[src/rtl/mem_arbiter.sv]
// Single-port memory arbiter: fetch vs data, data-first with starvation guard.
// Ports: clk/rst (async active-low), if_* fetch side, d_* data side, m_* memory.
module mem_arbiter #(
  parameter int ADDR_W       = 32,
  parameter int DATA_W       = 32,
  parameter int STARVE_LIMIT = 4,
  parameter int TIMEOUT      = 255
) (
  input  logic                clk,
  input  logic                rst,
  input  logic                if_req,
  input  logic [ADDR_W-1:0]   if_addr,
  output logic                if_gnt,
  output logic                if_rvalid,
  output logic [DATA_W-1:0]   if_rdata,
  output logic                if_rerr,
  input  logic                d_req,
  input  logic                d_we,
  input  logic [ADDR_W-1:0]   d_addr,
  input  logic [DATA_W-1:0]   d_wdata,
  input  logic [DATA_W/8-1:0] d_be,
  output logic                d_gnt,
  output logic                d_rvalid,
  output logic [DATA_W-1:0]   d_rdata,
  output logic                d_rerr,
  output logic                m_req,
  output logic                m_we,
  output logic [ADDR_W-1:0]   m_addr,
  output logic [DATA_W-1:0]   m_wdata,
  output logic [DATA_W/8-1:0] m_be,
  input  logic                m_ack,
  input  logic [DATA_W-1:0]   m_rdata
);

  localparam int BE_W = DATA_W / 8;
  localparam int SC_W = $clog2(STARVE_LIMIT + 1);
  localparam int TO_W = $clog2(TIMEOUT + 1);
  localparam logic [SC_W-1:0] STARVE_MAX = SC_W'(STARVE_LIMIT);
  // Last BUSY cycle index before abort: BUSY lasts TIMEOUT cycles.
  localparam logic [TO_W-1:0] TO_LAST = TO_W'(TIMEOUT - 1);

  typedef enum logic [1:0] {
    IDLE   = 2'd0,
    BUSY_I = 2'd1,
    BUSY_D = 2'd2
  } state_t;

  state_t            state_q, state_d;
  logic [SC_W-1:0]   starve_q, starve_d;
  logic [TO_W-1:0]   tmo_q, tmo_d;

  logic              if_gnt_q, if_gnt_d;
  logic              if_rvalid_q, if_rvalid_d;
  logic [DATA_W-1:0] if_rdata_q, if_rdata_d;
  logic              if_rerr_q, if_rerr_d;
  logic              d_gnt_q, d_gnt_d;
  logic              d_rvalid_q, d_rvalid_d;
  logic [DATA_W-1:0] d_rdata_q, d_rdata_d;
  logic              d_rerr_q, d_rerr_d;
  logic              m_req_q, m_req_d;
  logic              m_we_q, m_we_d;
  logic [ADDR_W-1:0] m_addr_q, m_addr_d;
  logic [DATA_W-1:0] m_wdata_q, m_wdata_d;
  logic [BE_W-1:0]   m_be_q, m_be_d;

  logic pick_i;
  logic pick_d;
  logic tmo_hit;

  // Fetch only wins against data once it has been passed over enough times.
  assign pick_i  = if_req && (!d_req || (starve_q == STARVE_MAX));
  assign pick_d  = d_req && !pick_i;
  assign tmo_hit = (tmo_q == TO_LAST);

  always_ff @(posedge clk or negedge rst) begin
    if (!rst) begin
      state_q     <= IDLE;
      starve_q    <= '0;
      tmo_q       <= '0;
      if_gnt_q    <= 1'b0;
      if_rvalid_q <= 1'b0;
      if_rdata_q  <= '0;
      if_rerr_q   <= 1'b0;
      d_gnt_q     <= 1'b0;
      d_rvalid_q  <= 1'b0;
      d_rdata_q   <= '0;
      d_rerr_q    <= 1'b0;
      m_req_q     <= 1'b0;
      m_we_q      <= 1'b0;
      m_addr_q    <= '0;
      m_wdata_q   <= '0;
      m_be_q      <= '0;
    end else begin
      state_q     <= state_d;
      starve_q    <= starve_d;
      tmo_q       <= tmo_d;
      if_gnt_q    <= if_gnt_d;
      if_rvalid_q <= if_rvalid_d;
      if_rdata_q  <= if_rdata_d;
      if_rerr_q   <= if_rerr_d;
      d_gnt_q     <= d_gnt_d;
      d_rvalid_q  <= d_rvalid_d;
      d_rdata_q   <= d_rdata_d;
      d_rerr_q    <= d_rerr_d;
      m_req_q     <= m_req_d;
      m_we_q      <= m_we_d;
      m_addr_q    <= m_addr_d;
      m_wdata_q   <= m_wdata_d;
      m_be_q      <= m_be_d;
    end
  end

  always_comb begin
    state_d  = state_q;
    starve_d = starve_q;
    tmo_d    = '0;
    unique case (state_q)
      IDLE: begin
        if (pick_i) begin
          state_d  = BUSY_I;
          starve_d = '0;
        end else if (pick_d) begin
          state_d = BUSY_D;
          if (if_req && (starve_q != STARVE_MAX)) begin
            starve_d = starve_q + SC_W'(1);
          end
        end
      end
      BUSY_I, BUSY_D: begin
        if (m_ack || tmo_hit) begin
          state_d = IDLE;
        end else begin
          tmo_d = tmo_q + TO_W'(1);
        end
      end
      default: state_d = IDLE;
    endcase
  end

  always_comb begin
    if_gnt_d    = 1'b0;
    if_rvalid_d = 1'b0;
    if_rdata_d  = '0;
    if_rerr_d   = 1'b0;
    d_gnt_d     = 1'b0;
    d_rvalid_d  = 1'b0;
    d_rdata_d   = '0;
    d_rerr_d    = 1'b0;
    m_req_d     = m_req_q;
    m_we_d      = m_we_q;
    m_addr_d    = m_addr_q;
    m_wdata_d   = m_wdata_q;
    m_be_d      = m_be_q;
    unique case (state_q)
      IDLE: begin
        m_req_d = 1'b0;
        if (pick_i) begin
          if_gnt_d  = 1'b1;
          m_req_d   = 1'b1;
          m_we_d    = 1'b0;
          m_addr_d  = if_addr;
          m_wdata_d = '0;
          m_be_d    = '1;
        end else if (pick_d) begin
          d_gnt_d   = 1'b1;
          m_req_d   = 1'b1;
          m_we_d    = d_we;
          m_addr_d  = d_addr;
          m_wdata_d = d_wdata;
          m_be_d    = d_be;
        end
      end
      BUSY_I: begin
        if (m_ack) begin
          if_rvalid_d = 1'b1;
          if_rdata_d  = m_rdata;
          m_req_d     = 1'b0;
        end else if (tmo_hit) begin
          if_rvalid_d = 1'b1;
          if_rerr_d   = 1'b1;
          m_req_d     = 1'b0;
        end
      end
      BUSY_D: begin
        if (m_ack) begin
          d_rvalid_d = 1'b1;
          // Stores complete with zero data; memory read bus is don't-care.
          d_rdata_d  = m_we_q ? '0 : m_rdata;
          m_req_d    = 1'b0;
        end else if (tmo_hit) begin
          d_rvalid_d = 1'b1;
          d_rerr_d   = 1'b1;
          m_req_d    = 1'b0;
        end
      end
      default: m_req_d = 1'b0;
    endcase
  end

  assign if_gnt    = if_gnt_q;
  assign if_rvalid = if_rvalid_q;
  assign if_rdata  = if_rdata_q;
  assign if_rerr   = if_rerr_q;
  assign d_gnt     = d_gnt_q;
  assign d_rvalid  = d_rvalid_q;
  assign d_rdata   = d_rdata_q;
  assign d_rerr    = d_rerr_q;
  assign m_req     = m_req_q;
  assign m_we      = m_we_q;
  assign m_addr    = m_addr_q;
  assign m_wdata   = m_wdata_q;
  assign m_be      = m_be_q;

endmodule

[config.mk]
export PLATFORM = sky130hd
export DESIGN_NAME = mem_arbiter
export DESIGN_NICKNAME = d
export VERILOG_FILES = /design/src/rtl/mem_arbiter.sv
export SDC_FILE = /design/constraint.sdc
export NUM_CORES = 1
export LEC_CHECK = 0
export CAP_MARGIN = 20
export CORE_MARGIN = 10
export CORE_UTILIZATION = 35
export CTS_CLUSTER_DIAMETER = 120
export DETAILED_ROUTE_END_ITERATION = 10
export PLACE_DENSITY_LB_ADDON = 0.25
export RECOVER_POWER = 100
export SLEW_MARGIN = 20
export SYNTH_ARGS = -nofsm -noshare
export SYNTH_HDL_FRONTEND = slang
export SYNTH_SLANG_ARGS = --single-unit
[constraint.sdc]
create_clock -name clk -period 1.45 [get_ports clk]
set_input_delay 0.145 -clock clk [delete_from_list [all_inputs] [get_ports clk]]
set_output_delay 0.145 -clock clk [all_outputs]
set_load 0.02 [all_outputs]
; ---- Word-level counts from Yosys, hierarchy flattened
; Cells that the tools add are included.
; Widths: inputs -> output; s select.
[totals]
regBits = 153
latch_bits = 0
mem_bits_rw = 0
romBits = 0
in_bits = 138
output_inout_bits = 140
elab_cells = 78
memories = 0
[classes]
add_sub_neg = 2
n_mul = 0
div_mod_pow = 0
magnitude_cmp = 0
n_eq_ne = 8
shifts = 0
mux = 38
n_bitwise = 0
reduce_logical = 14
[op_table]
columns = op, count
row1 = $mux 32, 9
row2 = $mux 1, 17
row3 = $mux 8, 2
row4 = $mux 3, 3
row5 = $add 8x1->8 const B, 1
row6 = $eq 8x8->1 const B, 1
row7 = $mux 4, 2
row8 = $mux 2, 3
row9 = $ne 3x3->1 const B, 2
row10 = $pmux 2 s2, 1
row11 = $reduce_and 2->1, 2
row12 = $reduce_bool 2->1, 2
row13 = $add 3x1->3 const B, 1
row14 = $eq 3x3->1 const B, 1
row15 = $logic_and 1x1->1, 3
row16 = $ne 3x1->1 const B, 1
row17 = $reduce_and 3->1, 1
row18 = $eq 2x1->1 const B, 1
row19 = $eq 2x2->1 const B, 1
row20 = $logic_not 1->1, 2
row21 = $logic_not 2->1, 1
row22 = $logic_or 1x1->1, 2
row23 = $ne 2x1->1 const B, 1
row24 = $pmux 1 s2, 1
row25 = $reduce_or 2->1, 1

; ---- Logic depth before layout (Yosys ltp)
[logic_depth]
depth_word = 8
depth_mapped = 8
ltp_nobuf = 5

; ---- Least setup slack after synthesis
; No wires, ideal clock.
[synth_timing]
path_kind = reg2reg
start = reg starve_q[0]
end = reg m_addr_q[10] (netlist: m_addr[10])
setup_time_ps = 80
arrival_ps = 1504
t_required_ps = 1370
slack_ps = -135
path_stages_with_launch = 9
path_buffers = 3
path_cell_list = dfrtp_1 -> inv_1 -> ha_1 -> a21bo_1 -> buf_6 -> and2_4 -> buf_6 -> buf_6 -> o211ai_2
[synth_via]
elab_chain_cells = 7
[synth_rtl]
columns = item, line_no
row1 = from (decl), 49  ; logic [SC_W-1:0] starve_q, starve_d;
row2 = from (signal assigned), 95  ; starve_q <= starve_d;
row3 = $eq 3x3->1 *, 71  ; assign pick_i = if_req && (!d_req || (starve_q == STARVE_MAX));
row4 = $logic_or 1x1->1 *, 71
row5 = $logic_and 1x1->1 *, 71
row6 = $logic_not 1->1, 72  ; assign pick_d = d_req && !pick_i;
row7 = $logic_and 1x1->1, 72
row8 = $reduce_bool 2->1 (no source line), --
row9 = $reduce_and 2->1 (no source line), --
row10 = to (signal assigned), 107  ; m_addr_q <= m_addr_d;
row11 = to (decl), 62  ; logic [ADDR_W-1:0] m_addr_q, m_addr_d;
; Mark *: on every way between the ends. The rest lies on a longest branch, timed or not.
; A chain may end at the register's enable or synchronous reset.

; ---- Worst setup path after layout
[layout_timing]
start = reg starve_q[0]
end = reg m_addr_q[29] (netlist: m_addr[29])
; Same word-level chain as after synthesis.

==> results summary <==
The maximum operating frequency is approximately 690 MHz. The max-slew violation count is 0. For this block, the routed nets add up to 22.4 mm of wire. Across the run, the number of max-cap violations was 0. The switching part of the total is 38.4%. The async set or reset register ratio after synthesis is 100%. The number of remaining DRC errors is 0.

The power per unit of standard cell area came out at 1840 nW/um^2. In this run, placement finished with an instance count of between 1,000 and 1,500. Sorting the synthesized cells by area gives the leading types as dfrtp_1 (61%), nand2_1 (8.2%), o211ai_2 (5.4%), nand4_1 (3.5%), and3_1 (3.4%).

The synthesized design spends more area on one cell type than any other, namely dfrtp_1. TritonCTS built the clock tree. The proportion of synthesized area in mux cells came out at 0.181%. The combinational group share of total power is between 40% and 50%. The post-route worst setup slack came out at 0.00162 ns. In this run the critical register-to-register path is launched from starve_q[0]. By area, the combinational part of the netlist is dominated by simple AND/OR/NAND/NOR gates. The number of CTS-inserted buffers came out at 17.

The final standard cell count with taps included and fillers excluded is around 1,100. The number of vias per cell after detailed routing is ~5. The post-route netlist has 18.3% of its cells at a drive strength greater than 1. Summed over its instances, the top area cell type makes up 61.5% of the synthesized netlist area. After routing the design area is slightly above 10,000 um^2. The die width is 153 um.

The minimum clock period came out at 1.45 ns. The most used flip-flop cell after synthesis is dfrtp_1. For this run the aggregate overflow at the end of global routing stands at 0. The transition time of the tightest slew-check pin came out at between 0.9 and 1 ns. The detail-routed net length per standard cell is 19.8 um. The post-synthesis area per instance came out at between 10 and 15 um^2. The clock transition at the registers of the reported paths is 0.06 ns.

The combined flip-flop and latch cell area is 3830 um^2. In this run the tightest slew margin relative to its limit is 37.4%. The count of endpoints failing hold in the final timing report is 0. The startpoint of the worst hold path is d_wdata[9].

The slowest stage of the critical path belongs to the cell dfrtp_1. In the global route stage, overall resource usage came out at 17.5%. The cell class contributing the biggest share of worst-path delay is compound AO/OA/AOI/OAI gates.

Synthesis produced about 580 cells. The highest cell delay on the worst timing path is 0.35 ns. The global-route wire length before repair came out at between 30 and 40 mm.

The arrival time of data at the critical path endpoint is roughly 1.8 ns. The share of the core filled with cells is 59.9%. The count of distinct cell types in the synthesized netlist came out at 37. The biggest fanout along the worst timing path came out at 9. The standby leakage power is about 5.2 nW. The number of synthesized register bits came out at 153.

The area growth from synthesis to layout is 67.0%. The fraction of the yosys area taken by sequential cells came out at 61.5%. After the last flow step, the layout net total stands at 1,035. The number of placement rows came out at 48. The area of the die is 23,500 um^2.

The remaining antenna violation count came out at 0. Summing the areas of all xor and xnor instances in the mapped netlist gives 0.422% of the synthesized area. The I/O pin total is between 200 and 300. Clock latency on the worst-skew pair, taken at its later pin, is 0.42 ns. The HPWL reported at the end of detailed placement is 16.4 mm. The endpoint type of the worst setup path is a register. The level count of the clock H-tree came out at 4.

The placed standard-cell area is 9520 um^2. The required time of the critical path is 1.78 ns. The critical path goes through inv_1 > ha_2 > a21bo_4 > and2_4 > clkbuf_16 > o211ai_2. The flow ran to the end, and the final reports show no timing, DRC or antenna violations. Entering global routing, the biggest net connects 45 pins. The synthesized netlist occupies a cell area of approximately 6200 um^2.

The placeable core region came out at ~17,000 um^2. The end of the worst register-to-register path is m_addr[29]. The total via count after detailed routing came out at 5,603. The logic depth of the worst register-to-register path came out at 6. The worst setup path is launched from a register.

The first-pass iteration count of the detailed router is 4. Input and output buffers added on the ports amount to 277. The initial antenna violation count is 1. The net count after synthesis came out at slightly above 700. The count of filler cells inserted in the layout is 1,438. The fraction of the mapped netlist area in adder cells came out at 1.41%.

The footprint of the multi-input gates is approximately 2300 um^2. At the end of routability-driven placement, the weighted congestion stood at between 0.8 and 0.9. The die height came out at 153 um. The worst slack at placement came out at -0.123 ns.

Of the total power, the clock network draws between 20% and 30%. The fraction of the cycle the final worst path needs came out at 99.9%. The CTS sink count is 153. The detailed router finished its first iteration with ~190 violations. The compound-gate portion of the synthesized area came out at 11.4%. The reg-to-reg setup timing slack is between 0.0015 and 0.002 ns. The number of cells on the worst hold path came out at 3. For hold timing, the worst endpoint is m_wdata[9]. The cell at the root of the clock tree is clkbuf_16. The number of global-route vias before repair came out at 5,682. Sequential cells account for 32.0% of the total power. The area fraction in and, or, nand and nor cells after synthesis is 21.0%. The kind of critical path is reg2reg.

Setup repair after global routing could not meet its margin everywhere. The worst ir drop on vdd came out at 0.849 mV. The number of synthesized flops with an enable pin is 0. Cell internal power was estimated by the tool at 11.8 mW.

The effective utilization at floorplan is 35.9%. The count of endpoints failing setup in the final report came out at 0. Yosys printed 0 warnings. The deepest clock path buffer count came out at 2.

The analysis attributes to net switching a power of ~7.3 mW. The number of buffer and inverter stages on the critical path came out at 2. The final setup skew is between 0.01 and 0.015 ns. The min-delay analysis places its worst path in the category in2reg.
==> per-layer routing <==
metal  vias to the layer above  routed length (um)  part of all wire (%)  GRT usage [%]
met5                         -                   0                     0              0
met4                         0                 759                   3.4           8.86
met3                        41                1390                   6.2           5.25
met2                       206               11900                    53           30.0
met1                      2761                8270                    37           19.1
li1                       2595                   -                     -              -
==> tightest hold or removal path, cell delays in order <==
cell	delay, ns
clkdlybuf4s50_1	0.40
nand2_1	0.06
o21ai_1	0.05
==> power by group through the flow <==
| stage | Sequential [mW] | Clock [mW] | Combinational (mW) |
|---|---|---|---|
| 6_report | 6.10 | 4.23 | 8.76 |
| 5_1_grt | 6.24 | 4.54 | 9.40 |
| 4_1_cts | 6.10 | 4.32 | 7.92 |
| 3_5_place_dp | 6.20 | 0 | 8.64 |
| 3_3_place_gp | 6.17 | 0 | 8.44 |
| 2_1_floorplan | 7.58 | 0 | 2.84 |
==> registers in the layout, indices dropped and copies added (netlist names) <==
name	count
m_wdata	32
d_rdata	32
d_rerr	1
m_be	4
m_addr	32
if_rdata	32
if_gnt	1
m_we	1
state_q	2
if_rvalid	1
if_rerr	1
starve_q	3
d_gnt	1
tmo_q	8
d_rvalid	1
m_req	1
==> worst max-delay path by stage <==
stage | from | endpoint | slack, ns | cells after the start
floorplan | starve_q[0] | m_addr[10] | -0.03 | 8
global placement | m_ack | d_rdata[10] | -0.1 | 5
detailed placement | m_ack | d_rdata[10] | -0.12 | 5
CTS | state_q[0] | m_addr[6] | 0.005 | 6
global route | starve_q[0] | m_addr[3] | -0.05 | 6
finish | starve_q[0] | m_addr[29] | 0.002 | 6
==> stage by stage <==
stage               hold WS (ns)  TNS (ns)  power, mW
global placement          0.0627     -3.58       14.6
finish                     0.285         0       19.1
CTS                        0.193         0       18.3
floorplan                 -0.151    -0.660       10.4
detailed placement        0.0709     -6.22       14.8
global route               0.282     -1.37       20.2
==> cell usage in the layout, fill, tap and decap left out, drive strengths merged, types with 28 or more instances in the layout <==
master / instances
dfrtp: 153
nand2: 136
and3: 34
dlygate4sd2: 140
nand4: 35
o21ai: 41
buf: 53
o211ai: 33
clkbuf: 28
and2: 33
clkdlybuf4s50: 136
==> cell families (layout without fill, tap and decap cells) <==
| logic type | after synthesis | count (layout) |
|---|---|---|
| flip-flops | 153 | 153 |
| AND/OR/NAND/NOR | 269 | 270 |
| XOR/XNOR | 3 | 3 |
| buffers and inverters | 52 | 378 |
| adder cells (fa/ha/maj) | 7 | 7 |
| multiplexers | 1 | 1 |
| other | 0 | 1 |
| AO/OA/AOI/OAI | 91 | 91 |
==> synthesized netlist by cell type, types with 2 or more instances <==
cell,number
nor2_1,15
o21ai_1,23
dfrtp_1,153
a21oi_1,7
buf_6,7
inv_1,8
buf_1,2
buf_2,2
nand2_1,136
nor2b_1,2
nand3_1,6
clkbuf_1,32
nor3b_1,2
and2_1,31
o21ai_2,2
o21ai_0,16
nand4_1,35
and3_1,34
o211ai_1,6
or3_1,3
xor2_1,2
a21boi_0,3
ha_1,7
o21a_1,2
o2111ai_1,2
o211ai_2,27
==> layout make-up <==
| cell class | count | area share (%) |
|---|---|---|
| Sequential cell | 153 | 36.8 |
| Timing Repair Buffer | 338 | 32.2 |
| Multi-Input combinational cell | 372 | 22.5 |
| Clock buffer | 20 | 4.39 |
| Tap cell | 225 | 2.71 |
| Clock inverter | 12 | 1.09 |
| Inverter | 8 | 0.289 |
| Antenna cell | 1 | 0.0241 |
==> timing repair <==
item                                    in CTS  in global routing
endpoints found under the setup margin     208                111
gates resized for setup                    147                 74
pin swaps                                    0                 37
buffers inserted                             0                  5
hold buffers                                 1                  0
gates cloned                                 0                 13
endpoints found under the hold margin      126                  0
(Power assumes the default switching activity.)
